## src/rtl/riscv_pkg.sv

```systemverilog
// Shared RV32 MEM-stage definitions: funct3 encodings, FSM state, request and
// MEM/WB payloads, plus alignment and store-lane helpers.
package riscv_pkg;

    localparam int unsigned XLEN     = 32;
    localparam int unsigned REG_W    = 5;
    localparam int unsigned FUNCT3_W = 3;
    localparam int unsigned STRB_W   = XLEN / 8;

    localparam logic [FUNCT3_W-1:0] F3_B  = 3'b000;
    localparam logic [FUNCT3_W-1:0] F3_H  = 3'b001;
    localparam logic [FUNCT3_W-1:0] F3_W  = 3'b010;
    localparam logic [FUNCT3_W-1:0] F3_BU = 3'b100;
    localparam logic [FUNCT3_W-1:0] F3_HU = 3'b101;

    typedef enum logic {
        IDLE = 1'b0,
        BUSY = 1'b1
    } mem_state_t;

    typedef struct packed {
        logic                we;
        logic                reg_write;
        logic                mem_to_reg;
        logic [FUNCT3_W-1:0] funct3;
        logic [XLEN-1:0]     addr;
        logic [XLEN-1:0]     wdata;
        logic [STRB_W-1:0]   wstrb;
        logic [REG_W-1:0]    rd;
    } mem_req_t;

    typedef struct packed {
        logic                reg_write;
        logic                mem_to_reg;
        logic [XLEN-1:0]     alu_result;
        logic [XLEN-1:0]     mem_data;
        logic [REG_W-1:0]    rd;
    } mem_wb_t;

    localparam mem_wb_t MEM_WB_BUBBLE = '0;

    function automatic logic is_aligned(input logic [FUNCT3_W-1:0] funct3,
                                        input logic [1:0]          addr_lo);
        logic ok;
        case (funct3)
            F3_B, F3_BU: ok = 1'b1;
            F3_H, F3_HU: ok = ~addr_lo[0];
            F3_W:        ok = (addr_lo == 2'b00);
            default:     ok = (addr_lo == 2'b00);  // undefined encodings act as word
        endcase
        return ok;
    endfunction

    function automatic logic [STRB_W-1:0] store_strb(input logic [FUNCT3_W-1:0] funct3,
                                                     input logic [1:0]          addr_lo);
        logic [STRB_W-1:0] strb;
        case (funct3)
            F3_B:    strb = 4'b0001 << addr_lo;
            F3_H:    strb = 4'b0011 << {addr_lo[1], 1'b0};
            default: strb = 4'hF;
        endcase
        return strb;
    endfunction

    function automatic logic [XLEN-1:0] store_wdata(input logic [FUNCT3_W-1:0] funct3,
                                                    input logic [XLEN-1:0]     data);
        logic [XLEN-1:0] wd;
        case (funct3)
            F3_B:    wd = {4{data[7:0]}};
            F3_H:    wd = {2{data[15:0]}};
            default: wd = data;
        endcase
        return wd;
    endfunction

endpackage

```

## src/rtl/load_align.sv

```systemverilog
// Load lane select and sign/zero extension of a read word.
module load_align
    import riscv_pkg::*;
(
    input  logic [XLEN-1:0]     rdata,
    input  logic [1:0]          addr_lo,
    input  logic [FUNCT3_W-1:0] funct3,
    output logic [XLEN-1:0]     data_c
);

    logic [7:0]  byte_c;
    logic [15:0] half_c;

    always_comb begin
        byte_c = 8'h00;
        case (addr_lo)
            2'd0:    byte_c = rdata[7:0];
            2'd1:    byte_c = rdata[15:8];
            2'd2:    byte_c = rdata[23:16];
            default: byte_c = rdata[31:24];
        endcase
        half_c = addr_lo[1] ? rdata[31:16] : rdata[15:0];
    end

    always_comb begin
        data_c = rdata;
        case (funct3)
            F3_B:    data_c = {{(XLEN-8){byte_c[7]}}, byte_c};
            F3_BU:   data_c = {{(XLEN-8){1'b0}}, byte_c};
            F3_H:    data_c = {{(XLEN-16){half_c[15]}}, half_c};
            F3_HU:   data_c = {{(XLEN-16){1'b0}}, half_c};
            default: data_c = rdata;
        endcase
    end

endmodule

```

## src/rtl/mem_access_unit.sv

```systemverilog
// MEM stage: runs loads/stores over the request/ready data-memory port, stalls
// upstream while an access is in flight, and owns the MEM/WB register.
module mem_access_unit
    import riscv_pkg::*;
#(
    parameter int unsigned ADDR_W = 32
) (
    input  logic                clk,
    input  logic                reset,
    input  logic                mem_read_in,
    input  logic                mem_write_in,
    input  logic                mem_to_reg_in,
    input  logic                reg_write_in,
    input  logic [XLEN-1:0]     alu_result_in,
    input  logic [XLEN-1:0]     rs2_data_in,
    input  logic [REG_W-1:0]    rd_in,
    input  logic [FUNCT3_W-1:0] funct3_in,
    output logic                dmem_req,
    output logic                dmem_we,
    output logic [ADDR_W-1:0]   dmem_addr,
    output logic [XLEN-1:0]     dmem_wdata,
    output logic [STRB_W-1:0]   dmem_wstrb,
    input  logic                dmem_ready,
    input  logic [XLEN-1:0]     dmem_rdata,
    output logic                stall,
    output logic                reg_write_out,
    output logic                mem_to_reg_out,
    output logic [XLEN-1:0]     alu_result_out,
    output logic [XLEN-1:0]     mem_data_out,
    output logic [REG_W-1:0]    rd_out,
    output logic                misalign_err
);

    mem_state_t      state, state_nxt;
    mem_req_t        req, req_nxt;
    mem_wb_t         mem_wb, mem_wb_nxt;
    logic            dmem_req_nxt;
    logic            misalign_nxt;
    logic            mem_op_c;
    logic            aligned_c;
    logic [XLEN-1:0] load_data_c;

    assign mem_op_c  = mem_read_in | mem_write_in;
    assign aligned_c = is_aligned(funct3_in, alu_result_in[1:0]);

    load_align u_load_align (
        .rdata   (dmem_rdata),
        .addr_lo (req.addr[1:0]),
        .funct3  (req.funct3),
        .data_c  (load_data_c)
    );

    always_ff @(posedge clk or negedge reset) begin
        if (!reset) begin
            state        <= IDLE;
            req          <= '0;
            mem_wb       <= MEM_WB_BUBBLE;
            dmem_req     <= 1'b0;
            misalign_err <= 1'b0;
        end else begin
            state        <= state_nxt;
            req          <= req_nxt;
            mem_wb       <= mem_wb_nxt;
            dmem_req     <= dmem_req_nxt;
            misalign_err <= misalign_nxt;
        end
    end

    // Anything that does not complete this cycle leaves a bubble in MEM/WB.
    always_comb begin
        state_nxt    = state;
        req_nxt      = req;
        mem_wb_nxt   = MEM_WB_BUBBLE;
        dmem_req_nxt = dmem_req;
        misalign_nxt = 1'b0;
        case (state)
            IDLE: begin
                if (mem_op_c) begin
                    if (aligned_c) begin
                        req_nxt.we         = mem_write_in;
                        req_nxt.reg_write  = reg_write_in;
                        req_nxt.mem_to_reg = mem_to_reg_in;
                        req_nxt.funct3     = funct3_in;
                        req_nxt.addr       = alu_result_in;
                        req_nxt.wdata      = store_wdata(funct3_in, rs2_data_in);
                        req_nxt.wstrb      = mem_write_in ? store_strb(funct3_in, alu_result_in[1:0])
                                                          : '0;
                        req_nxt.rd         = rd_in;
                        state_nxt          = BUSY;
                        dmem_req_nxt       = 1'b1;
                    end else begin
                        misalign_nxt = 1'b1;
                    end
                end else begin
                    mem_wb_nxt.reg_write  = reg_write_in;
                    mem_wb_nxt.mem_to_reg = mem_to_reg_in;
                    mem_wb_nxt.alu_result = alu_result_in;
                    mem_wb_nxt.mem_data   = '0;
                    mem_wb_nxt.rd         = rd_in;
                end
            end
            BUSY: begin
                if (dmem_ready) begin
                    mem_wb_nxt.reg_write  = req.reg_write;
                    mem_wb_nxt.mem_to_reg = req.mem_to_reg;
                    mem_wb_nxt.alu_result = req.addr;
                    mem_wb_nxt.mem_data   = load_data_c;
                    mem_wb_nxt.rd         = req.rd;
                    state_nxt             = IDLE;
                    dmem_req_nxt          = 1'b0;
                end
            end
            default: state_nxt = IDLE;
        endcase
    end

    assign stall = ((state == IDLE) & mem_op_c & aligned_c) | ((state == BUSY) & ~dmem_ready);

    assign dmem_we        = req.we;
    assign dmem_addr      = {req.addr[ADDR_W-1:2], 2'b00};
    assign dmem_wdata     = req.wdata;
    assign dmem_wstrb     = req.wstrb;

    assign reg_write_out  = mem_wb.reg_write;
    assign mem_to_reg_out = mem_wb.mem_to_reg;
    assign alu_result_out = mem_wb.alu_result;
    assign mem_data_out   = mem_wb.mem_data;
    assign rd_out         = mem_wb.rd;

endmodule
```

## config.mk

```make
export PLATFORM = sky130hd
export DESIGN_NAME = mem_access_unit
export DESIGN_NICKNAME = d
export VERILOG_FILES = /design/src/rtl/riscv_pkg.sv /design/src/rtl/load_align.sv /design/src/rtl/mem_access_unit.sv
export SDC_FILE = /design/constraint.sdc
export NUM_CORES = 1
export LEC_CHECK = 0
export CORE_MARGIN = 2
export CORE_UTILIZATION = 49
export DETAILED_ROUTE_END_ITERATION = 8
export PLACE_DENSITY_LB_ADDON = 0.12
export SLEW_MARGIN = 20
export SYNTH_ARGS = -nofsm -noshare
export SYNTH_HDL_FRONTEND = slang
export SYNTH_SLANG_ARGS = --single-unit
export TNS_END_PERCENT = 1
```

## constraint.sdc

```tcl
create_clock -name clk -period 5.3 [get_ports clk]
set_clock_uncertainty 0.2 [all_clocks]
set_input_delay 1.06 -clock clk [delete_from_list [all_inputs] [get_ports clk]]
set_output_delay 1.06 -clock clk [all_outputs]
set_load 0.02 [all_outputs]
```

Word-level counts from Yosys, hierarchy flattened. Cells that the tools add are included.

Register bits: 153. Input port bits: 111. Output and inout bits: 143. Word-level logic and storage cells: 66.

Equal/unequal tests: 11. Shifts and indexed selects: 2. Mux-type cells: 21. Bitwise gates (word level): 8. Reduce and logical (&&, ||, !) cells: 8.

Operator list (number): $mux W71 (2); $pmux W71 S2 (1); $pmux W32 S4 (1); $pmux W32 S2 (1); $pmux W8 S3 (1); $mux W16 (1); $eq A3 B3 Y1 const B (4); $mux W1 (9); $pmux W4 S2 (1); $eq A3 B1 Y1 const B (2); $logic_not A3 Y1 (2); $ne A2 B2 Y1 const B (3); $pmux W1 S2 (3); $reduce_and A3 Y1 (2); $logic_not A2 Y1 (2); $mux W4 (1); $reduce_or A2 Y1 (2); $shl A1 B2 Y4 const A (1); $shl A2 B2 Y4 const A (1); $and A1 B1 Y1 (3); $not A1 Y1 (3); $eq A2 B1 Y1 const B (1); $eq A2 B2 Y1 const B (1); $or A1 B1 Y1 (2).

Longest topological paths before layout.
Depth in word-level cells: 6. Mapped depth: 5. Gate-level depth less buffers: 3.

Hierarchy. A second synthesis with hierarchy kept.

Cell total of the unflattened synthesis: 601. Area total of the unflattened synthesis: 7739.9 µm².

Modules (own cells, without submodules): mem_access_unit (instances 1, cells each 468, area each 6770.2 µm², sequential area each 3828.7 µm²); load_align (instances 1, cells each 133, area each 969.7 µm², sequential area each 0.0 µm²).

Least setup slack after synthesis. OpenSTA, ideal clock, no wires.

Path type: input to output. Start point: input port funct3_in[1]. End point: output port stall. Arrival time: 1950 ps. Data required time: 4040 ps. Slack: 2090 ps. Cell stages on the path: 5. Buffers on the path: 2. Cells stage by stage: o21ai_1 -> o2111ai_1 -> buf_4 -> buf_2 -> o21ai_0.

Cells in the longest elaborated chain, start to end: 5. Elaborated cells between the ends (all ways): 9. Classes of those cells: eq/ne (3); mux (1); bitwise (2); reduce/logical (3).

RTL lines: start: declaration (RTL line mem_access_unit.sv:17) `input logic [FUNCT3_W-1:0] funct3_in,`; $eq A3 B1 Y1, or another cell as far along (RTL line riscv_pkg.sv:45) `case (funct3)`; $reduce_or A2 Y1 (RTL line riscv_pkg.sv:45); $pmux W1 S2 (*) (RTL line riscv_pkg.sv:45); $and A1 B1 Y1 (*) (RTL line mem_access_unit.sv:117) `assign stall = ((state == IDLE) & mem_op_c & aligned_c) | ((state == BUSY) & ~dmem_ready);`; $or A1 B1 Y1 (*) (RTL line mem_access_unit.sv:117); end: declaration (RTL line mem_access_unit.sv:25) `output logic stall,`.

Every way passes the cells marked *; elsewhere a longest branch is shown, timed or not.

Worst setup path after layout. Same ends and word-level chain as after synthesis.

==> results.yml <==
sta:
  fmax_mhz: 232
  rsz0062_at_grt: "false"
  setup_viol: 0
  finalCriticalPeriod_ns: 4.30
  fin_setup_tns_ns: 0
  finalHoldViolations: 0
  finalCritPeriodShare_pct: 81.2
  drv_slew: 0
  worst_pin_slew_ns: 1.08
  maxSlewHeadroom_pct: 28.2
  whs_ns: 0.279
logic_synthesis:
  synth-seq-cells: 153
  synth.area.top_cells: "dfrtp_1, mux2_2, buf_4, a22o_1, o21ai_0"
  async_flop_share_pct: 100
  yosysSeqAreaShare_pct: 54.4
  synth_cell_types: 41
  synth_flop_cell: "dfrtp_1"
  synth_top_area_share_pct: 54.4
  syn_avg_cell_area_um2: 12.7
  yosys_warnings: 0
  yosysTopAreaCell: "dfrtp_1"
  synthesis.area_um2: 7040
  synth-edff-count: 0
  synth_cells: 554
drt:
  vias_per_cell: 5.40
  via_count: 4959
  drtAntennaViolNets: 0
  dr.pass1.iters: 6
  routedWlPerCell_um: 18.7
  drc: 0
  totalWireLength_mm: 17.1
  drt_iter0_drc: 351
setup_path:
  cp_common_cell: "clkdlybuf4s50_1"
  critPathMaxStageDelay_ns: 0.66
  crit_path_top_delay_cell: "clkdlybuf4s50_1"
  crit_arrival_ns: 3.04
  crit_family: "buffers and inverters"
  cp.required_ns: 4.04
  reg2reg_from: "req[42]"
  endpoint_kind: "output pin"
  path_buf_inv: 2
  critPathKind: "input port to output pin"
  worstPathMaxFanout: 14
  cp-start-kind: "input port"
  path_cells: "clkdlybuf4s50_1 > o21ai_1 > o2111ai_4 > o21ai_0 > clkdlybuf4s50_1"
  cp-startpoint: "funct3_in[1]"
outcome:
  status: "complete, no violations"
cts:
  clock-root-buffer: "clkbuf_16"
  cts-resized-gates: 0
  cts_buffers: 17
  cts.sinks: 153
  cts-htree-levels: 4
  clkTransAtPathRegs_ns: 0.06
  clk_path_buf_depth: 2
  post_cts_buffers: 0
  holdBufCountCts: 0
  insertion_delay_ns: 0.41
  cts_tree: "yes"
die:
  ios: 254
  die_x_um: 124
  core_area_um2: 13900
  dieArea_um2: 15300
  start_util_pct: 50.5
  die_h_um: 124
  row_count: 43
grt:
  grt_pass1_vias: 5134
  grt_max_degree: 82
  antenna_found_initial: 0
  globalRouteOverflowTotal: 0
  track_usage_pct: 22.7
  grt_pass1_wl_mm: 26.3
placement:
  place_area_um2: 9110
  dpl.hpwl_mm: 12.1
  gp_congestion: 0.834
  io_buffers: 251
final_layout:
  final_cell_area_um2: 9700
  area_growth_pct: 37.8
  drive_above_1_share_pct: 18.8
  diodes: 0
  num-nets-final: 837
hold_path:
  hold_path.class: "flop to flop"
  hold_start: "dmem_we"
pwr:
  total_power_w: 0.00417
  peakVddDrop_v: 0.000239
  cellLeakagePower_nw: 4.11
  power.density_nw_per_um2: 430
job:
  max_cap_violations: 0
registers in the layout, indices dropped and copies added (netlist names):
signal          count
dmem_addr          30
rd_out              5
alu_result_out     32
reg_write_out       1
state               1
dmem_wstrb          4
mem_data_out       32
dmem_req            1
req                12
dmem_wdata         32
misalign_err        1
mem_to_reg_out      1
dmem_we             1
area by class of cell:
cell class                 count  area (um2)
multi-input combinational    292        2480
timing repair buffer         256        2550
tap                          180         225
sequential                   153        3830
fill                         995        4240
inverter                       6        22.5
clock inverter                12         143
clock buffer                  20         447
synthesized netlist by cell type, types with 2 or more instances:
master and number:
mux2i_1 17, buf_6 9, clkbuf_2 2, dfrtp_1 153, a211oi_1 13, o221a_2 8
nor2b_1 2, clkbuf_1 17, nor2_1 4, o21ai_0 58, and3b_1 6, nor3_1 3
mux2_4 2, a21o_1 2, buf_2 6, mux2_1 8, buf_4 70, a22o_1 42
nand2_1 21, mux2_2 81, or4b_2 5, inv_1 6
kinds of logic (layout without fill, tap and decap cells):
| group | count (synthesis) | in the layout | synth area share (%) |
|---|---|---|---|
| DFF | 153 | 153 | 54.4 |
| AOI/OAI and AO/OA | 129 | 129 | 12.9 |
| buffers and inverters | 110 | 294 | 10.7 |
| muxes | 109 | 109 | 17.4 |
| and+or+nand+nor | 52 | 52 | 4.55 |
| other | 1 | 2 | 0.0533 |
through the flow:
step	utilization (%)	setup WS, ns	std cells
2_1_floorplan	-	2.09	555
3_3_place_gp	65.4	1.04	887
3_5_place_dp	65.4	1.02	887
4_1_cts	69.6	1.01	919
5_1_grt	69.6	0.856	919
6_report	69.6	0.996	919
worst paths after layout:
check | endpoint | slack, ns | cells past startpoint
setup / recovery | stall | 1.0 | 5
hold / removal | dmem_we | 0.28 | 1
setup reg to reg | mem_data_out[18] | 2.72 | 3
hold reg to reg | dmem_we | 0.28 | 1
max in group asynchronous | dmem_addr[13] | 3.39 | 2
min in group asynchronous | mem_data_out[22] | 0.48 | 1
cell usage in the layout, fill, tap and decap left out, types with 2 or more instances in the layout:
master,count
or4b_2,5
a22o_1,42
inv_6,2
dfrtp_1,153
clkdlybuf4s50_1,250
mux2_1,8
a21o_1,2
nand2_1,21
o21ai_0,58
buf_4,5
mux2i_1,17
a211oi_1,13
bufinv_16,2
and3b_1,6
nor3_1,2
mux2_4,2
clkbuf_16,17
o221a_2,8
clkbuf_1,2
nor3_2,2
nor2b_1,2
conb_1,2
clkinvlp_4,6
inv_1,6
mux2_2,81
nor2_1,4
power by group:
group | internal, W | total, W | switching (W)
sequential | 0.00142 | 0.00159 | 0.000173
clock | 0.000712 | 0.00119 | 0.000481
combinational | 0.000717 | 0.00138 | 0.000666
per-layer routing:
metal	wire, um	vias to the layer above	track usage, %
met2	8450	186	37.6
li1	-	2272	-
met5	0	-	0
met3	1450	25	7.51
met1	6850	2476	27.4
met4	391	0	8.74
Power figures use the tool's default switching activity.
